<file path="src/rtl/perf_counter_unit.sv">
// -----------------------------------------------------------------------------
// perf_counter_unit
//
// Purpose:
//   Performance-measurement block. It holds one free-running cycle counter and
//   NUM_EVT event counters, all gated by a three-state run controller
//   (IDLE -> RUN -> DONE). A run starts on start_i. It ends by itself after
//   MAX_CYCLES counted cycles, or never when MAX_CYCLES is 0. Any counter can
//   be read back through a registered read mux.
//
// Configuration macro:
//   PERF_SATURATE_EN - when defined, counters stick at all-ones instead of
//                      wrapping. The sticky overflow flag behaves the same in
//                      both builds.
//
// Ports:
//   clk_i      in   1          rising-edge clock
//   rst_i      in   1          synchronous, active-high reset
//   start_i    in   1          begins a run from IDLE (level)
//   clr_i      in   1          clears counters and flags; returns to IDLE
//   evt_i      in   NUM_EVT    per-channel event strobe
//   inhibit_i  in   NUM_EVT    per-channel event suppression
//   rd_sel_i   in   SEL_W      0 = cycle counter, k = event channel k-1
//   rd_data_o  out  CNT_W      registered read data (one cycle latency)
//   cycle_o    out  CNT_W      live cycle counter
//   running_o  out  1          high in RUN
//   done_o     out  1          high in DONE
//   ovf_o      out  NUM_EVT+1  sticky overflow; bit 0 = cycle, bit k = chan k-1
// -----------------------------------------------------------------------------
module perf_counter_unit #(
  parameter int NUM_EVT    = 4,
  parameter int CNT_W      = 32,
  parameter int MAX_CYCLES = 64,
  parameter int SEL_W      = 3
) (
  input  logic               clk_i,
  input  logic               rst_i,
  input  logic               start_i,
  input  logic               clr_i,
  input  logic [NUM_EVT-1:0] evt_i,
  input  logic [NUM_EVT-1:0] inhibit_i,
  input  logic [SEL_W-1:0]   rd_sel_i,
  output logic [CNT_W-1:0]   rd_data_o,
  output logic [CNT_W-1:0]   cycle_o,
  output logic               running_o,
  output logic               done_o,
  output logic [NUM_EVT:0]   ovf_o
);

  // Cycle-counter value on the last counted cycle of a limited run.
  localparam logic [CNT_W-1:0] TERM_VAL = CNT_W'(MAX_CYCLES - 1);

  typedef enum logic [1:0] {
    ST_IDLE,
    ST_RUN,
    ST_DONE
  } state_e;

  state_e             state_q;
  state_e             state_d;
  logic [CNT_W-1:0]   cycle_q;
  logic [CNT_W-1:0]   evt_cnt_q [NUM_EVT];
  logic [NUM_EVT:0]   ovf_q;
  logic [CNT_W-1:0]   rd_data_q;
  logic [CNT_W-1:0]   rd_mux;
  logic [NUM_EVT-1:0] evt_qual;
  logic               terminal;

  // Next counter value. The saturating build holds at all-ones. The caller
  // detects the overflow attempt separately, so the flag logic is the same
  // in both builds.
  function automatic logic [CNT_W-1:0] bump(input logic [CNT_W-1:0] v);
`ifdef PERF_SATURATE_EN
    return (&v) ? v : v + 1'b1;
`else
    return v + 1'b1;
`endif
  endfunction

  assign evt_qual = evt_i & ~inhibit_i;
  assign terminal = (MAX_CYCLES != 0) && (cycle_q == TERM_VAL);

  // ---------------------------------------------------------------------------
  // Run controller
  // ---------------------------------------------------------------------------
  always_ff @(posedge clk_i) begin
    // NOTE: sequential state uses non-blocking assignments so every register
    // samples pre-edge values, independent of block ordering.
    if (rst_i) state_q <= ST_IDLE;
    else       state_q <= state_d;
  end

  always_comb begin
    // NOTE: defaulting every always_comb output first keeps all paths assigned
    // and prevents latch inference.
    state_d = state_q;
    unique case (state_q)
      ST_IDLE: if (start_i)  state_d = ST_RUN;
      ST_RUN:  if (terminal) state_d = ST_DONE;
      ST_DONE: state_d = ST_DONE;   // only clr/rst leave DONE
      default: state_d = ST_IDLE;
    endcase
    // Clear wins over start and over the terminal transition.
    if (clr_i) state_d = ST_IDLE;
  end

  // ---------------------------------------------------------------------------
  // Counters and sticky overflow flags
  // ---------------------------------------------------------------------------
  always_ff @(posedge clk_i) begin
    if (rst_i || clr_i) begin
      cycle_q <= '0;
      // NOTE: the counter array is built from flops, not a RAM macro, so it can
      // and must be reset like any other state register.
      for (int k = 0; k < NUM_EVT; k++) evt_cnt_q[k] <= '0;
      ovf_q <= '0;
    end else if (state_q == ST_RUN) begin
      cycle_q <= bump(cycle_q);
      if (&cycle_q) ovf_q[0] <= 1'b1;
      for (int k = 0; k < NUM_EVT; k++) begin
        if (evt_qual[k]) begin
          evt_cnt_q[k] <= bump(evt_cnt_q[k]);
          if (&evt_cnt_q[k]) ovf_q[k+1] <= 1'b1;
        end
      end
    end
  end

  // ---------------------------------------------------------------------------
  // Read-back mux. It uses pre-edge counter state and is registered once.
  // Selects above NUM_EVT read as zero.
  // ---------------------------------------------------------------------------
  always_comb begin
    rd_mux = '0;
    if (rd_sel_i == '0) rd_mux = cycle_q;
    for (int k = 0; k < NUM_EVT; k++) begin
      if (rd_sel_i == SEL_W'(k + 1)) rd_mux = evt_cnt_q[k];
    end
  end

  // Clear does not touch the read register: it shows the counter values from
  // before the clearing edge.
  always_ff @(posedge clk_i) begin
    if (rst_i) rd_data_q <= '0;
    else       rd_data_q <= rd_mux;
  end

  assign rd_data_o = rd_data_q;
  assign cycle_o   = cycle_q;
  assign ovf_o     = ovf_q;
  assign running_o = (state_q == ST_RUN);
  assign done_o    = (state_q == ST_DONE);

endmodule

</file>
<file path="config.mk">
export PLATFORM = sky130hd
export DESIGN_NAME = perf_counter_unit
export DESIGN_NICKNAME = d
export VERILOG_FILES = /design/src/rtl/perf_counter_unit.sv
export SDC_FILE = /design/constraint.sdc
export NUM_CORES = 1
export LEC_CHECK = 0
export BUFFER_PORTS_ARGS = -buffer_cell sky130_fd_sc_hd__buf_2
export CORE_UTILIZATION = 50
export DETAILED_ROUTE_END_ITERATION = 8
export MAX_ROUTING_LAYER = met4
export PLACE_DENSITY = 0.68
export SLEW_MARGIN = 0
export SYNTH_ARGS = -nofsm -noshare
export SYNTH_HDL_FRONTEND = slang
export SYNTH_SLANG_ARGS = --single-unit
</file>
<file path="constraint.sdc">
create_clock -name clk_i -period 4.38 [get_ports clk_i]
set_input_delay 0.438 -clock clk_i [delete_from_list [all_inputs] [get_ports clk_i]]
set_output_delay 0.438 -clock clk_i [all_outputs]
set_load 0.1 [all_outputs]
</file>
== Word level (Yosys, flattened, before mapping) ==
Memory sizes are Yosys's and may differ from the RTL's.
Index checks and enable logic that the tools add are counted.

* Register bits: 71
* Memory bits (writable): 128
* Bits of input ports: 15
* Output and inout bits: 71
* Word-level logic and storage cells: 69
* Memories: 1

{| class="wikitable"
|+ Memory list
! memory !! words !! bits a word !! rd ports !! clocked after Yosys merged registers in !! wr ports !! RTL line !! source
|-
| evt_cnt_q || 4 || 32 || 4 || 0 || 4 || 62 || <nowiki>logic [CNT_W-1:0] evt_cnt_q [NUM_EVT];</nowiki>
|}

* $add $sub $neg: 5
* Eq/ne operators: 9
* Mux-type cells: 30
* Bitwise logic cells: 6
* Reductions and logical operators: 10

{| class="wikitable"
|+ Operators with widths
! operator !! number
|-
| 32-bit 2-to-1 mux || 9
|-
| 32-bit by 1-bit adder with 32-bit output (second input constant) || 5
|-
| 34-bit AND reduction || 4
|-
| 33-bit AND reduction || 1
|-
| 32-bit by 6-bit == test with 1-bit output (second input constant) || 1
|-
| 1-bit 2-to-1 mux || 18
|-
| 3-bit by 2-bit == test with 1-bit output (second input constant) || 2
|-
| 2-bit case mux with 3 select lines || 1
|-
| 4-bit bitwise AND || 1
|-
| 2-bit 2-to-1 mux || 2
|-
| 4-bit NOT || 1
|-
| 1-bit bitwise OR || 4
|-
| 3-bit by 1-bit == test with 1-bit output (second input constant) || 1
|-
| 3-bit == test (second input constant) || 1
|-
| 3-bit logical NOT || 1
|-
| 2-bit by 1-bit == test with 1-bit output (second input constant) || 1
|-
| 2-bit == test (second input constant) || 1
|-
| 2-bit logical NOT || 1
|-
| 2-bit by 1-bit != test with 1-bit output (second input constant) || 1
|-
| 2-bit != test (second input constant) || 1
|-
| 2-bit AND reduction || 1
|-
| 2-bit OR reduction || 1
|-
| 1-bit logical OR || 1
|}

== Logic depth before layout (Yosys ltp) ==
Gate-level depths: netlist of the first run.

* Word-level depth: 7
* Mapped depth: 9
* Mapped depth without buffers: 7

== Worst setup path before layout of the first run ==
No wires, ideal clock.

* Kind: flip-flop to flip-flop
* Start: reg state_q[1]
* End: mem evt_cnt_q[0][0] (enable)
* Library setup time: 394 ps
* Arrival: 2532 ps
* Data required time: 3986 ps
* Slack: 1454 ps
* Stages on the path, launching flop included: 6
* Path buffers: 1
* Period minus slack after synthesis: 2926 ps
* Cell sequence: dfxtp_1 > inv_1 > ha_1 > buf_4 > and3b_1 > nand2b_1

{| class="wikitable"
|+ RTL lines
! item !! RTL line !! source
|-
| start: declaration || 59 || <nowiki>state_e state_q;</nowiki>
|-
| start signal: assignment || 90 || <nowiki>else state_q <= state_d;</nowiki>
|-
| end: declaration || 62 ||
|}

==> reports/metrics.cfg, run 1 <==
[placement]
pre_cts_slack_ns=1.57
portBuffers=85
gp_congestion=0.898
dp_hpwl_um=19400

[route]
via_per_inst=5.91
ant_nets=0
drt_iter0_drc=785
drc=0
wl_um=27400
vias=8410
routedWlPerCell_um=19.3
drtPass1Iterations=5

[die]
start_util=0.509
core_area_um2=21000
die_w_um=148
die_h_um=148
die-area_um2=22000
rows=53
ioPinCount=86

[logic_synthesis]
synthCells=1084
yosys.cell_count.top_type=nor2_1
async_flop_share=0
synth.net_count=1107
syn_area_per_cell_um2=9.87
ys_warn_count=0
yosysSeqAreaShare=0.492
synth_edf_count=128
synth.top_cells.by_count=nor2_1 (194), edfxtp_1 (128), xor2_1 (79)
yosys.area.top_type=edfxtp_1
yosysTopAreaCellShare=0.359
synth_area_leaders=edfxtp_1 (36%), dfxtp_1 (13%), nor2_1 (6.8%), xor2_1 (6.5%), xnor2_1 (5.1%)
syn_area_um2=10700
synth_cell_types=55
synth-seq-cells=199
synth_flop_cell=edfxtp_1

[clocking]
postCtsSetupBuffers=0
root_buffer=clkbuf_16
cts-hold-fix-buffers=0
ctsLongestPathBuffers=2
cts_resized=0
htreeDepth=4
clock_sinks=199
cts_buffers=17
cts_tree=done
worstSkewPairLatency_ns=0.44
clk_pin_slew_ns=0.08

[grt]
grt_pass1_vias=7415
met3_usage=0.0325
use_met2=0.382
grt_pass1_wl_um=42600
grt.overflow.total=0
antenna_found_initial=0
grt_usage=0.263
grt.busiest_layer=met2
met1_usage=0.380
grt_max_degree=38

[layout]
syn_to_final_growth_pct=10.6
n_antenna_cell=0
layout-drive-gt1-share=0.138
fin_nets=1157

[setup_path]
critPathMaxStageDelay_ns=0.56
crit_type=flop to flop
cp_top_family=simple AND/OR/NAND/NOR gates
crit_chain=inv_1 -> ha_1 -> and3b_1 -> nand2b_1 -> buf_4
regToRegSetupSlack_ns=1.92
required_ns=4.49
cp.arrival_ns=2.56
critPathMaxFanout=24
setup.worst_path.end_class=flop
cpMaxStageDelayCell=ha_1
cp.buffers_inverters=2
crit_path_start_kind=flop

[power_and_ir_drop]
sw_frac_of_total=0.267
p_sw_mw=1.07
combPwrFrac=0.080
internal_power_mw=2.93
seqPwrFrac=0.538
power.static_leakage_nw=4.16
p_per_area_nw_per_um2=337
ir_drop_mv=0.261
p_clk_frac=0.382
power.total_mw=3.99

[min_path]
hold_path_class=input pin to flop

[timing]
timing.final.crit_share=0.561
skew_ns=0.0125
rsz0062_at_grt=false
maxSlewViolCount=0
max_freq_mhz=407
slew_headroom=0.257
fin_tns_setup_ns=0
worst_pin_slew_ns=1.11
worst_slack_ns=1.92
setup_violations=0
hold_violations=0
period_needed_ns=2.46

[run]
cap_violations=0

[status]
status=finished, final reports clean

-- area by class of cell --
cell class	count	area [um2]
clock buffers	18	450
clock inverters	14	111
fillers	1838	9180
inverters	14	52.6
multi-input cells	805	5100
flip-flops and latches	199	5270
well taps	275	344
repair buffers	97	515
-- per-stage QoR --
| step | util | cells | hold slack (ns) | cell area (um2) |
|---|---|---|---|---|
| after floorplan | - | 1084 | 0.510 | 10700 |
| after global placement | 0.536 | 1390 | 0.445 | 11300 |
| after detailed placement | 0.536 | 1390 | 0.449 | 11300 |
| after CTS | 0.563 | 1422 | 0.283 | 11800 |
| after global routing | 0.563 | 1422 | 0.296 | 11800 |
| final | 0.563 | 1422 | 0.288 | 11800 |
-- final timing paths --
path / to / startpoint / cells past startpoint
max: evt_cnt_q[1][23]$_SDFFCE_PN0P_ / state_q[1]$_SDFFE_PP0P_ / 5
min: state_q[0]$_SDFFE_PP0P_ / start_i / 3
max reg2reg: evt_cnt_q[1][23]$_SDFFCE_PN0P_ / state_q[1]$_SDFFE_PP0P_ / 5
min reg2reg: ovf_o[3]$_SDFFE_PP0P_ / ovf_o[3]$_SDFFE_PP0P_ / 2
-- state kept, by name (all words and copies together), names as in the netlist --
signal / count
evt_cnt_q: 128
cycle_o: 32
state_q: 2
rd_data_o: 32
ovf_o: 5
-- per-layer routing --
layer / up-vias / routed length [um]
li1: 3997 / -
met1: 4061 / 12800
met2: 316 / 12300
met3: 36 / 1740
met4: 0 / 548
met5: - / 0
-- power groups by stage --
stage / logic (mW) / clock network (mW) / registers, mW
floorplan: 0.165 / 0 / 2.24
global placement: 0.312 / 0 / 2.19
detailed placement: 0.316 / 0 / 2.19
CTS: 0.317 / 1.55 / 2.15
global route: 0.339 / 1.62 / 2.16
finish: 0.318 / 1.53 / 2.15
-- cells by family after synthesis --
family,count (synthesis),share of synthesized area
flops,199,0.492
fa+ha+maj,8,0.00936
simple gates,493,0.236
mux,33,0.0414
buf+inv,80,0.0324
xor+xnor,141,0.115
compound gates,130,0.0736
-- layout by cell type (no fill, tap or decap), types with 4 or more instances in the layout --
cell type,instances
a21oi_1,33
a22oi_1,9
a2bb2oi_1,22
and2_1,7
and3_1,28
and4_1,14
buf_2,85
buf_4,12
clkbuf_16,18
clkinv_2,4
dfxtp_1,71
edfxtp_1,128
ha_1,8
inv_1,14
mux2i_1,24
mux4_2,9
nand2_1,54
nand3_1,55
nand4_1,44
nor2_1,194
nor3_1,20
nor4_1,27
nor4_2,4
o21ai_0,57
or2_1,4
or3_1,11
xnor2_1,62
xor2_1,79
-- worst min-delay path, stage by stage --
cell	delay, ns
buf_2	0.09
o2111ai_1	0.10
o31ai_1	0.07
(Power assumes the default switching activity.)
==> run 2: changes to the inputs <==
--- a/config.mk
+++ b/config.mk
@@ -9,7 +9,7 @@
 export CORE_UTILIZATION = 50
 export DETAILED_ROUTE_END_ITERATION = 8
 export MAX_ROUTING_LAYER = met4
-export PLACE_DENSITY = 0.68
+export PLACE_DENSITY = 0.71
 export SLEW_MARGIN = 0
 export SYNTH_ARGS = -nofsm -noshare
 export SYNTH_HDL_FRONTEND = slang
==> constraint.sdc (replaced) <==
create_clock -name clk_i -period 2.07 [get_ports clk_i]
set_input_delay 0.207 -clock clk_i [delete_from_list [all_inputs] [get_ports clk_i]]
set_output_delay 0.207 -clock clk_i [all_outputs]
set_load 0.1 [all_outputs]
==> reports/metrics.cfg, run 2 (synthesized netlist as in run 1, its figures left out) <==
[setup_path]
rr_endpoint=evt_cnt_q[1][31]$_SDFFCE_PN0P_
setup.worst_path.end_class=output pin
crit_path_start_kind=flop
critPathCapture=running_o
crit_type=flop to output pin
required_ns=1.86  ; -2.63 ns
r2r_cells=5  ; unchanged
timing.rr.start=evt_cnt_q[1][3]$_SDFFCE_PN0P_
critPathMaxFanout=6  ; -75%
regToRegSetupSlack_ns=0.09  ; -1.84 ns
startpoint=state_q[1]$_SDFFE_PP0P_
cp.arrival_ns=1.77  ; -0.79 ns

[timing]
worst_pin_slew_ns=0.729  ; -0.385 ns
max_freq_mhz=505
slew_headroom=0.514  ; +0.257
holdWs_ns=0.0607  ; -0.227 ns
period_needed_ns=1.98
setup_violations=0  ; unchanged
skew_ns=0.0108  ; -0.00168 ns
hold_violations=0  ; unchanged
timing.final.crit_share=0.957
maxSlewViolCount=0  ; unchanged
worst_slack_ns=0.0882  ; -1.84 ns

[placement]
dp_hpwl_um=19600  ; +1.0%
gp_congestion=0.904  ; +0.68%
portBuffers=85  ; unchanged
pre_cts_slack_ns=0.130  ; -1.44 ns

[power_and_ir_drop]
ir_drop_mv=0.517  ; +98%
power.static_leakage_nw=4.49  ; +7.9%
p_per_area_nw_per_um2=681  ; +100%
power.total_mw=8.47  ; +110%

[route]
via_per_inst=5.93  ; +0.26%
met1_length_um=11900  ; -7.1%
dr_wl_met3_um=2370  ; +36%
ant_nets=0  ; unchanged
met2WireLength_um=12800  ; +4.3%
drt_iter0_drc=967  ; +23%
highest_layer=met4
wl_um=27500  ; +0.16%
drtPass1Iterations=7  ; +2
routedWlPerCell_um=18.6  ; -3.4%
vias=8740  ; +3.9%
drc=0  ; unchanged

[clocking]
htreeDepth=4  ; unchanged
postCtsSetupBuffers=0  ; unchanged
cts-hold-fix-buffers=0  ; unchanged
clock_sinks=199  ; unchanged
cts_resized=0  ; unchanged
root_buffer=clkbuf_16
ctsLongestPathBuffers=2  ; unchanged
clk_pin_slew_ns=0.07  ; about the same
cts_tree=done
worstSkewPairLatency_ns=0.43  ; about the same
cts_buffers=17  ; unchanged

[grt]
grt_usage=0.267  ; +0.00355
grt.overflow.total=0  ; unchanged
antenna_found_initial=2  ; +2
grt_pass1_vias=8043  ; +8.5%
grt_pass1_wl_um=43700  ; +2.6%
grt_max_degree=37  ; -2.6%

[layout]
top_register=evt_cnt_q
syn_to_final_growth_pct=16.3
layout_common_cells=nor2_1 (194), edfxtp_1 (128), buf_2 (85)
layout-drive-gt1-share=0.201  ; +0.0634
final.fill_count=1772  ; -3.6%
largest_reg_flops=128  ; unchanged
fin_nets=1208  ; +4.4%
final_common_cell=nor2_1

[die]
die_h_um=148  ; unchanged
rows=53  ; unchanged
core_area_um2=21000  ; unchanged
ioPinCount=86  ; unchanged
start_util=0.509  ; unchanged
die-area_um2=22000  ; unchanged
die_w_um=148  ; unchanged

[status]
status=finished, final reports clean

[run]
cap_violations=0  ; unchanged

[min_path]
hold_path_class=input pin to flop

[run 2: layer usage]
metal,vias up,GRT usage
met5,-,-
met4,0,0.0701
met3,27,0.0429
met2,383,0.403
met1,4225,0.373
li1,4105,-
[run 2: metrics by stage]
stage          TNS (ns)   util  instance area (um2)  std cells
2_1_floorplan   -0.0217      -                10800       1084
3_3_place_gp          0  0.564                11900       1441
3_5_place_dp          0  0.564                11900       1441
4_1_cts               0  0.591                12400       1473
5_1_grt         -0.0775  0.592                12400       1474
6_report              0  0.592                12400       1474
[run 2: worst max-delay path, stage by stage (launching register included)]
cell and delay, ns:
dfxtp_1 0.32, inv_1 0.13, ha_4 0.20, buf_4 0.13, buf_4 0.14, buf_2 0.43
[run 2: final cells by class]
| class | instances | area, um2 | area share |
|---|---|---|---|
| flip-flops and latches | 199 | 5300 | 0.426 |
| clock inverters | 10 | 65.1 | 0.00523 |
| repair buffers | 148 | 1020 | 0.0823 |
| well taps | 275 | 344 | 0.0277 |
| inverters | 14 | 52.6 | 0.00422 |
| diodes | 1 | 2.50 | 0.000201 |
| multi-input cells | 805 | 5160 | 0.414 |
| clock buffers | 22 | 497 | 0.0399 |
[run 2: how the worst min path moves through the flow]
| stage | startpoint | end | slack (ns) | cells past startpoint |
|---|---|---|---|---|
| 6_report | start_i | state_q[0]$_SDFFE_PP0P_ | 0.06 | 3 |
| 2_1_floorplan | start_i | state_q[0]$_SDFFE_PP0P_ | 0.38 | 2 |
| 4_1_cts | start_i | state_q[0]$_SDFFE_PP0P_ | 0.05 | 3 |
| 5_1_grt | start_i | state_q[0]$_SDFFE_PP0P_ | 0.05 | 3 |
| 3_3_place_gp | ovf_o[0]$_SDFFE_PP0P_ | ovf_o[0]$_SDFFE_PP0P_ | 0.45 | 1 |
| 3_5_place_dp | ovf_o[4]$_SDFFE_PP0P_ | ovf_o[4]$_SDFFE_PP0P_ | 0.47 | 1 |
[run 2: power breakdown]
part	total (mW)	switching (mW)	internal (mW)	leakage, nW
combinational	0.771	0.528	0.243	2.19
sequential	4.50	0.144	4.36	2.02
clock	3.20	1.48	1.72	0.279
total	8.47	2.16	6.31	4.49
==> run 3: changes to the inputs <==
--- a/config.mk
+++ b/config.mk
@@ -6,10 +6,13 @@
 export NUM_CORES = 1
 export LEC_CHECK = 0
 export BUFFER_PORTS_ARGS = -buffer_cell sky130_fd_sc_hd__buf_2
-export CORE_UTILIZATION = 50
+export CELL_PAD_IN_SITES_DETAIL_PLACEMENT = 0
+export CELL_PAD_IN_SITES_GLOBAL_PLACEMENT = 1
+export CORE_UTILIZATION = 43
 export DETAILED_ROUTE_END_ITERATION = 8
 export MAX_ROUTING_LAYER = met4
-export PLACE_DENSITY = 0.71
+export PLACE_DENSITY_LB_ADDON = 0.1
+export REMOVE_ABC_BUFFERS = 1
 export SLEW_MARGIN = 0
 export SYNTH_ARGS = -nofsm -noshare
 export SYNTH_HDL_FRONTEND = slang
==> reports/metrics.cfg, run 3 (synthesized netlist as in run 1, its figures left out) <==
[clocking]
cts_tree=done
cts_buffers=17  ; unchanged
worstSkewPairLatency_ns=0.43  ; about the same
clk_pin_slew_ns=0.07  ; about the same
htreeDepth=4  ; unchanged
ctsLongestPathBuffers=2  ; unchanged
clock_sinks=199  ; unchanged
postCtsSetupBuffers=0  ; unchanged
root_buffer=clkbuf_16

[timing]
fin_tns_setup_ns=0  ; unchanged
max_freq_mhz=516  ; +2.2%
setup_violations=0  ; unchanged
slew_headroom=0.566  ; +0.0520
holdWs_ns=0.0471  ; -0.0136 ns
maxSlewViolCount=0  ; unchanged
worst_pin_slew_ns=0.651  ; -0.0780 ns
rsz0062_at_grt=false
hold_violations=0  ; unchanged
period_needed_ns=1.94  ; -0.0430 ns
timing.final.crit_share=0.937  ; -0.0208
skew_ns=0.0124  ; +0.00158 ns

[power_and_ir_drop]
sw_frac_of_total=0.263  ; +0.00879
power.total_mw=8.57  ; +1.2%
p_sw_mw=2.26  ; +4.6%
ir_drop_mv=0.586  ; +13%
p_per_area_nw_per_um2=673  ; -1.2%
p_clk_frac=0.383  ; +0.005
power.static_leakage_nw=4.67  ; +4.0%
combPwrFrac=0.093  ; +0.002
seqPwrFrac=0.524  ; -0.007
internal_power_mw=6.31  ; about the same

[layout]
final_common_cell=nor2_1
layout_common_cells=nor2_1 (194), edfxtp_1 (128), buf_2 (85), buf_4 (85), xor2_1 (79)
fin_nets=1244  ; +3.0%
fin_cells=1558  ; +5.7%
syn_to_final_growth_pct=19.0
top_register=evt_cnt_q
layout-drive-gt1-share=0.198  ; -0.00328
largest_reg_flops=128  ; unchanged

[placement]
gp_congestion=0.840  ; -7.1%
portBuffers=85  ; unchanged
dp_hpwl_um=20300  ; +3.6%
dp.cells=1526  ; +5.9%

[route]
vias=8529  ; -2.4%
routedWlPerCell_um=18.0  ; -3.3%
ant_nets=0  ; unchanged
drtPass1Iterations=5  ; -2
drc=0  ; unchanged
via_per_inst=5.47  ; -7.7%
drt_iter0_drc=654  ; -32%
wl_um=28100  ; +2.2%

[setup_path]
regToRegSetupSlack_ns=0.13  ; +0.04 ns
required_ns=2.25  ; +0.39 ns
crit_path_start_kind=flop
crit_type=flop to flop
startpoint=evt_cnt_q[1][11]$_SDFFCE_PN0P_
timing.rr.start=evt_cnt_q[1][11]$_SDFFCE_PN0P_
cp.arrival_ns=2.12  ; +0.35 ns
crit_chain=and4_1 -> nand4_2 -> nor4_2 -> xnor2_1 -> nor2_1
critPathMaxFanout=13  ; +7
critPathMaxStageDelay_ns=0.47  ; +0.04 ns
cpMaxStageDelayCell=nor4_2
setup.worst_path.end_class=flop

[die]
start_util=0.439  ; -0.0703
rows=57  ; +7.5%
die_w_um=160  ; +7.7%
ioPinCount=86  ; unchanged
die_h_um=160  ; +7.7%
core_area_um2=24400  ; +16%
die-area_um2=25500  ; +16%

[grt]
antenna_found_initial=1  ; -1
grt_pass1_wl_um=44500  ; +1.6%
grt_pass1_vias=8082  ; +0.48%
grt_max_degree=34  ; -8.1%
grt_usage=0.230  ; -0.0362
grt.overflow.total=0  ; unchanged

[min_path]
min-delay-start=start_i
hold_path_class=input pin to flop

[run]
cap_violations=0  ; unchanged

[status]
status=finished, final reports clean

[run 3: what timing repair did]
action / 4_1_cts / 5_1_grt
hold buffers: 0 / 0
resized for setup: 0 / 1
setup endpoints to repair: 0 / 1
[run 3: critical path, delay by kind of cell, from the launching register on]
family                    cells  cell delay, ns
DFF                           1            0.39
and+or+nand+nor               4            1.13
xor gates and xnor gates      1            0.18
[run 3: final cells by class]
type | count | area, um2
Clock inverter | 14 | 136
Inverter | 14 | 52.6
Antenna cell | 1 | 2.50
Fill cell | 2276 | 11700
Sequential cell | 199 | 5270
Tap cell | 324 | 405
Timing Repair Buffer | 184 | 1340
Clock buffer | 17 | 425
Multi-Input combinational cell | 805 | 5100
[run 3: stage by stage]
step	instance area, um2	utilization	worst slack, ns
after floorplan	10400	-	-0.837
after global placement	12200	0.499	0.182
after detailed placement	12200	0.499	0.148
after CTS	12700	0.522	0.106
after global routing	12700	0.522	0.0109
final	12700	0.522	0.131
[run 3: power by group through the flow]
stage / registers [mW] / logic, mW / clock network [mW]
after floorplan: 4.75 / 0.296 / 0
after global placement: 4.57 / 0.803 / 0
after detailed placement: 4.57 / 0.802 / 0
after CTS: 4.49 / 0.805 / 3.36
after global routing: 4.51 / 0.855 / 3.52
final: 4.49 / 0.801 / 3.28
[run 3: routing by layer]
metal	vias to the layer above	track usage	share of wire
met3	23	0.0343	0.045
met5	-	-	0
met1	4138	0.327	0.48
met4	0	0.0616	0.019
li1	4171	-	-
met2	197	0.342	0.46
[run 3: final timing paths]
check,end,depth (start not counted)
worst max-delay path,evt_cnt_q[1][23]$_SDFFCE_PN0P_,5
worst min-delay path,state_q[0]$_SDFFE_PP0P_,3
worst max register to register,evt_cnt_q[1][23]$_SDFFCE_PN0P_,5
worst min register to register,ovf_o[0]$_SDFFE_PP0P_,1
